## src/rtl/approx_adder_share_ctrl.sv

```systemverilog
// approx_adder_share_ctrl
//   Shares one WIDTH-bit approximate ripple-carry adder between two requesters
//   with a round-robin grant. The low APPROX_BITS cells are approximate full
//   adders and the remaining upper cells are exact. Each result is captured in
//   a one-entry response buffer tagged with the id of the requester it belongs to.
//
//   Optional feature macro: APPROX_ERR_MON_EN
//     This macro adds an error monitor that compares every accepted approximate sum
//     with the exact a+b. It adds the ports err_clr, err_cnt and err_max.
//
// Ports
//   clk, rst_n        rising-edge clock, asynchronous active-low reset
//   req_valid[1:0]    per-requester operand valid
//   req_ready[1:0]    per-requester accept (combinational, at most one bit high)
//   req_a0/req_b0     requester 0 operands
//   req_a1/req_b1     requester 1 operands
//   resp_valid        response buffer holds a result
//   resp_ready        consumer accepts the response
//   resp_id           requester that owns resp_sum
//   resp_sum          WIDTH+1 bit approximate sum
//   err_clr           (monitor) synchronous clear of err_cnt/err_max
//   err_cnt           (monitor) saturating count of inexact results
//   err_max           (monitor) largest |approx - exact| seen
module approx_adder_share_ctrl #(
  parameter int WIDTH       = 16,
  parameter int APPROX_BITS = 10
) (
  input  logic             clk,
  input  logic             rst_n,
  input  logic [1:0]       req_valid,
  output logic [1:0]       req_ready,
  input  logic [WIDTH-1:0] req_a0,
  input  logic [WIDTH-1:0] req_b0,
  input  logic [WIDTH-1:0] req_a1,
  input  logic [WIDTH-1:0] req_b1,
  output logic             resp_valid,
  input  logic             resp_ready,
  output logic             resp_id,
  output logic [WIDTH:0]   resp_sum
`ifdef APPROX_ERR_MON_EN
  ,
  input  logic             err_clr,
  output logic [15:0]      err_cnt,
  output logic [WIDTH:0]   err_max
`endif
);

  typedef enum logic {EMPTY = 1'b0, FULL = 1'b1} state_t;

  state_t           state;
  logic             last_grant;
  logic             grant;
  logic             buf_free;
  logic             accept;
  logic [WIDTH-1:0] a_p0;
  logic [WIDTH-1:0] b_p0;
  logic [WIDTH-1:0] sbits_p0;
  logic             carry;
  logic [WIDTH:0]   sum_p0;
  logic [WIDTH:0]   sum_p1;
  logic             id_p1;

  // Stage p0: arbitration, operand select and combinational adder chain
  always_comb begin
    grant = 1'b0;
    if (req_valid == 2'b11) grant = ~last_grant;
    else if (req_valid[1])  grant = 1'b1;
  end

  assign buf_free  = (state == EMPTY) || resp_ready;
  // Gating with rst_n keeps both ready bits low during reset even though the
  // state register already reads EMPTY.
  assign req_ready = (rst_n && buf_free) ? (grant ? 2'b10 : 2'b01) : 2'b00;
  assign accept    = |(req_valid & req_ready);

  assign a_p0 = grant ? req_a1 : req_a0;
  assign b_p0 = grant ? req_b1 : req_b0;

  always_comb begin
    carry    = 1'b0;
    sbits_p0 = '0;
    for (int i = 0; i < WIDTH; i++) begin
      if (i < APPROX_BITS) begin
        sbits_p0[i] = b_p0[i] & (a_p0[i] | carry);
        carry       = a_p0[i] | ~b_p0[i];
      end else begin
        sbits_p0[i] = a_p0[i] ^ b_p0[i] ^ carry;
        carry       = (a_p0[i] & b_p0[i]) | (a_p0[i] & carry) | (b_p0[i] & carry);
      end
    end
    sum_p0 = {carry, sbits_p0};
  end

  // Stage p1: response buffer and its EMPTY/FULL state
  always_ff @(posedge clk or negedge rst_n) begin
    if (!rst_n) begin
      state      <= EMPTY;
      last_grant <= 1'b1;
      id_p1      <= 1'b0;
      sum_p1     <= '0;
    end else begin
      case (state)
        EMPTY: begin
          if (accept) state <= FULL;
        end
        FULL: begin
          if (resp_ready && !accept) state <= EMPTY;
        end
        default: state <= EMPTY;
      endcase
      if (accept) begin
        sum_p1     <= sum_p0;
        id_p1      <= grant;
        last_grant <= grant;
      end
    end
  end

  assign resp_valid = (state == FULL);
  assign resp_id    = id_p1;
  assign resp_sum   = sum_p1;

`ifdef APPROX_ERR_MON_EN
  logic [WIDTH:0] exact_p0;
  logic [WIDTH:0] diff_p0;

  function automatic logic [15:0] sat_inc(input logic [15:0] v);
    return (v == 16'hFFFF) ? v : v + 16'd1;
  endfunction

  assign exact_p0 = {1'b0, a_p0} + {1'b0, b_p0};
  assign diff_p0  = (sum_p0 >= exact_p0) ? (sum_p0 - exact_p0) : (exact_p0 - sum_p0);

  // Stage p1: error statistics, clear has priority over a same-cycle update
  always_ff @(posedge clk or negedge rst_n) begin
    if (!rst_n) begin
      err_cnt <= '0;
      err_max <= '0;
    end else if (err_clr) begin
      err_cnt <= '0;
      err_max <= '0;
    end else if (accept) begin
      if (sum_p0 != exact_p0) err_cnt <= sat_inc(err_cnt);
      if (diff_p0 > err_max)  err_max <= diff_p0;
    end
  end
`endif

endmodule

```

## config.mk

```make
export PLATFORM = sky130hd
export DESIGN_NAME = approx_adder_share_ctrl
export DESIGN_NICKNAME = d
export VERILOG_FILES = /design/src/rtl/approx_adder_share_ctrl.sv
export SDC_FILE = /design/constraint.sdc
export NUM_CORES = 1
export LEC_CHECK = 0
export ABC_AREA = 1
export ABC_CLOCK_PERIOD_IN_PS = 4780
export CAP_MARGIN = 20
export CORE_ASPECT_RATIO = 0.6
export CORE_MARGIN = 1.5
export CORE_UTILIZATION = 25
export CTS_CLUSTER_SIZE = 20
export DETAILED_ROUTE_END_ITERATION = 6
export PLACE_DENSITY = 0.64
export SYNTH_ARGS = -nofsm -noshare
export SYNTH_HDL_FRONTEND = slang
export SYNTH_SLANG_ARGS = --single-unit
```

## constraint.sdc

```tcl
create_clock -name clk -period 4.78 [get_ports clk]
set_input_delay 0.717 -clock clk [delete_from_list [all_inputs] [get_ports clk]]
set_output_delay 0.717 -clock clk [all_outputs]
set_load 0.005 [all_outputs]
```

Word level (Yosys, flattened, before mapping)
Index checks and enable logic that the tools add are counted.
{ "op_classes": {"n_eq_ne": 1, "n_mux": 9, "bitwise_logic": 84, "n_reduce_logical": 5} }
{ "op_table": {"columns": ["cell", "n"], "rows": [
  ["two-way mux 16 bit", 2],
  ["OR 1 bit", 31],
  ["AND 1 bit", 28],
  ["NOT 1 bit", 12],
  ["XOR 1 bit", 12],
  ["two-way mux 1 bit", 4],
  ["two-way mux 2 bit", 2],
  ["AND 2 bit", 1],
  ["equality test 2 bit, second input constant", 1],
  ["logical AND 1 bit", 2],
  ["case mux 1 bit (2 select lines)", 1],
  ["OR reduction 2 bit", 1],
  ["logical NOT 1 bit", 1],
  ["logical OR 1 bit", 1]
]} }
{ "totals": {"regBits": 20, "inputBits": 69, "output_inout_bits": 21, "wordCells": 103} }

Longest topological paths before layout
{ "logic_depth": {"word_depth": 23, "mapped_depth": 16, "depth_no_buf": 15} }

Worst setup path after synthesis
OpenSTA, ideal clock, no wires.
{ "synth_timing": {"path_type": "input to register", "start": "input req_valid[0]", "end": "register sum_p1[15], in the netlist resp_sum[15]", "setup_time_ns": 0.076, "t_arrival_ns": 3.643, "slack_ns": 1.060, "stages": 16, "path_buffers": 2, "path_cell_list": "nand2_1 -> nand2_2 -> buf_4 -> buf_6 -> nand2_1 -> nand2_1 -> fa_1 -> inv_1 -> fa_1 -> inv_1 -> fa_1 -> fa_1 -> fa_1 -> inv_1 -> fa_1 -> o21ai_1"} }
{ "synth_between": {"elab_chain_len": 21} }
{ "synth_lines": {"columns": ["item", "line_no", "source"], "rows": [
  ["start: declaration", "30", "input logic [1:0] req_valid,"],
  ["equality test 2 bit", "66", "if (req_valid == 2'b11) grant = ~last_grant;"],
  ["two-way mux 1 bit", "66", null],
  ["two-way mux 16 bit", "77", "assign b_p0 = grant ? req_b1 : req_b0;"],
  ["NOT 1 bit", "85", "carry = a_p0[i] | ~b_p0[i];"],
  ["OR 1 bit", "85", null],
  ["AND 1 bit", "88", "carry = (a_p0[i] & b_p0[i]) | (a_p0[i] & carry) | (b_p0[i] & carry);"],
  ["OR 1 bit (2 in series)", "88", null],
  ["AND 1 bit", "88", null],
  ["OR 1 bit (2 in series)", "88", null],
  ["AND 1 bit", "88", null],
  ["OR 1 bit (2 in series)", "88", null],
  ["AND 1 bit", "88", null],
  ["OR 1 bit (2 in series)", "88", null],
  ["AND 1 bit", "88", null],
  ["OR 1 bit (2 in series)", "88", null],
  ["XOR 1 bit", "87", "sbits_p0[i] = a_p0[i] ^ b_p0[i] ^ carry;"],
  ["end signal: assignment", "112", "sum_p1 <= sum_p0;"],
  ["end: declaration", "60", "logic [WIDTH:0] sum_p1;"]
]} }
Several ways; a longest one is shown, not always the timed one.
A chain may end at the register's enable or synchronous reset.

Final worst setup path
Same ends and word-level chain as after synthesis.

==> impl_metrics.tcl <==
set metrics [dict create \
    synthCells 231 \
    num_vias 1670 \
    clock-sinks 20 \
    yosysSeqAreaShare 0.331 \
    die_h_microns 63.3 \
    totalWireLength_microns 4640 \
    grt_max_degree 26 \
    p_seq_frac 0.335 \
    switching_share 0.295 \
    io_pins 90 \
    intPower_mw 0.491 \
    rsz0062_at_grt "no" \
    ys_ff_latch 20 \
    power_mw 0.697 \
    insertedDiodeCount 0 \
    max_slew.worst_pin.slew_ns 0.549 \
    whs_ns 0.471 \
    ff2ff_path_depth 15 \
    synth_cell_type_count 17 \
    grt-ovfl-total 0 \
    nNetsFinal 394 \
    drive_gt1_frac 0.0409 \
    setup-tns-final_ns 0 \
    cts_hold_buffers 0 \
    die_w_microns 104 \
    most-common-layout-cells "116 x nand2_1, 89 x clkdlybuf4s50_1, 28 x nand3_1, 25 x inv_1, 19 x dfrtp_1" \
    setup_viol 0 \
    cpMostUsedCell "fa_1" \
    area_delta_synth_final_pct 67.9 \
    port_buffers 89 \
    rows 21 \
    synth_area_per_cell_sq_um 6.56 \
    grt_usage 0.152 \
    worst_setup_path_startpoint "req_valid[0]" \
    p_per_area_nw_per_um2 274 \
    drtPass1Iterations 5 \
    syn_area_sq_um 1520 \
    final_common_cell "nand2_1" \
    synth_area_leaders "dfrtp_1 31%, nand2_1 29%, nand3_1 9.2%" \
    die_area_sq_um 6550 \
    antenna_found_initial 0 \
    path_buf_inv 5 \
    grt_pass1_wl_microns 8030 \
    netlist.area_leader.share 0.314 \
    initialDrtViolationCount 68 \
    timing.final.crit_share 0.854 \
    crit_arrival_ns 4.26 \
    cts_buffer_depth 2 \
    power_frac_comb 0.420 \
    critPathLaunchType "input pin" \
    drv_cap 0 \
    synth_top_area_cell "dfrtp_1" \
    slew_headroom 0.634 \
    p_leak_nw 1.29 \
    post_drt_wl_per_cell_microns 11.7 \
    status "finished clean" \
    final_antenna_net_count 0 \
    initial_core_util 0.266 \
    drc 0 \
    crit_type "in -> reg" \
    critPathMaxStageDelay_ns 0.49 \
    slowest_stage "clkdlybuf4s50_1" \
    cts_buffers 3 \
    fin_crit_ns 4.08 \
    critical_path_depth 16 \
    drv_slew 0 \
    design.core.area_sq_um 5700 \
    htreeDepth 1 \
    clock_latency_ns 0.26 \
    path_max_fanout 10 \
    crit_path_cell_trace "clkdlybuf4s50_1, nand2_1, nand2_2, inv_2, nand2_1, nand2_1, fa_1, inv_1, fa_1, inv_1, fa_1, fa_1, fa_1, inv_1, fa_1, o21ai_1" \
    clkTransAtPathRegs_ns 0.08 \
    yosysWarnings 0 \
    clockRootBuffer "clkbuf_8" \
    endpoint "resp_sum[15]" \
    cp-end-kind "register" \
    cp_top_family "adder cells" \
    post-route-util 0.446 \
    cts_setup_buffers 0 \
    max_freq_mhz 245 \
    cp.required_ns 4.96 \
    synth_nets 306 \
    dp_hpwl_microns 3780 \
    viasPerCell 4.20 \
    power_frac_clock 0.244 \
    power_switching_mw 0.205 \
    place_congestion 0.844 \
    hold_class "reg -> reg" \
    ir_worst_vdd_mv 0.110 \
    cts_tree "yes" \
    reg2reg_slack_ns 1.12 \
    fin_skew_ns 0.00240 \
    hold_violations 0 \
    first_global_vias 1679 \
    cts_resized 0 \
    r2r-end "resp_sum[15]" \
    r2r_start "last_grant" \
]
==> worst register-to-register path, cell delays in order, from the launching register on <==
cell     delay (ns)
dfstp_2        0.53
nand2_1        0.07
nand2_2        0.21
inv_2          0.14
nand2_1        0.08
nand2_1        0.07
fa_1           0.42
inv_1          0.07
fa_1           0.16
inv_1          0.06
fa_1           0.39
fa_1           0.40
fa_1           0.37
inv_1          0.08
fa_1           0.40
o21ai_1        0.13
==> synth_stat cells <==
library cell	n
nand2_1	116
nand3_1	28
inv_1	25
dfrtp_1	19
and2_1	8
buf_2	6
fa_1	6
mux2i_1	4
nor2_1	4
o21ai_1	4
buf_4	3
inv_2	2
nand3b_1	2
buf_6	1
dfstp_2	1
nand2_2	1
nor2_2	1
==> power by group through the flow <==
stage	Clock (mW)	Combinational (mW)	Sequential, mW
floorplan	0	0.123	0.238
global placement	0	0.294	0.236
detailed placement	0	0.296	0.236
CTS	0.176	0.297	0.234
global route	0.183	0.328	0.240
finish	0.170	0.293	0.233
==> cell families (layout without fill, tap and decap cells) <==
logic type	Yosys count	count (layout)	synth area share
buf+inv	37	124	0.109
simple gates	160	160	0.441
compound gates	4	4	0.0132
flops	20	20	0.331
fa+ha+maj	6	6	0.0793
mux	4	4	0.0264
==> layer usage <==
metal	global-route usage	part of all wire
met4	0.0174	0.0045
met2	0.229	0.41
met1	0.209	0.50
met5	0	0
met3	0.0631	0.090
==> registers in the layout, indices dropped and copies added (netlist names) <==
signal and cells:
last_grant 1, resp_valid 1, resp_id 1, resp_sum 17
==> worst min path at each step <==
stage,start,endpoint,slack [ns],cells past startpoint
global placement,resp_sum[10],resp_sum[10],0.46,2
finish,last_grant,last_grant,0.47,2
CTS,last_grant,last_grant,0.48,2
global route,last_grant,last_grant,0.49,2
detailed placement,last_grant,last_grant,0.46,2
floorplan,rst_n,resp_id,0.42,0
==> stage by stage <==
stage                     instance area, sq um  instances  worst slack [ns]
after floorplan                           1520        231              1.06
after global placement                    2470        394             0.518
after detailed placement                  2470        394             0.437
after CTS                                 2540        398             0.701
after global routing                      2540        398             0.491
final                                     2540        398             0.699
==> area by class of cell <==
| type | count | area, sq um |
|---|---|---|
| clock buffers | 3 | 41.3 |
| multi-input cells | 174 | 848 |
| fillers | 593 | 3160 |
| well taps | 80 | 100 |
| repair buffers | 93 | 921 |
| clock inverters | 1 | 30.0 |
| flip-flops and latches | 20 | 502 |
| inverters | 27 | 101 |
Power figures use the tool's default switching activity.
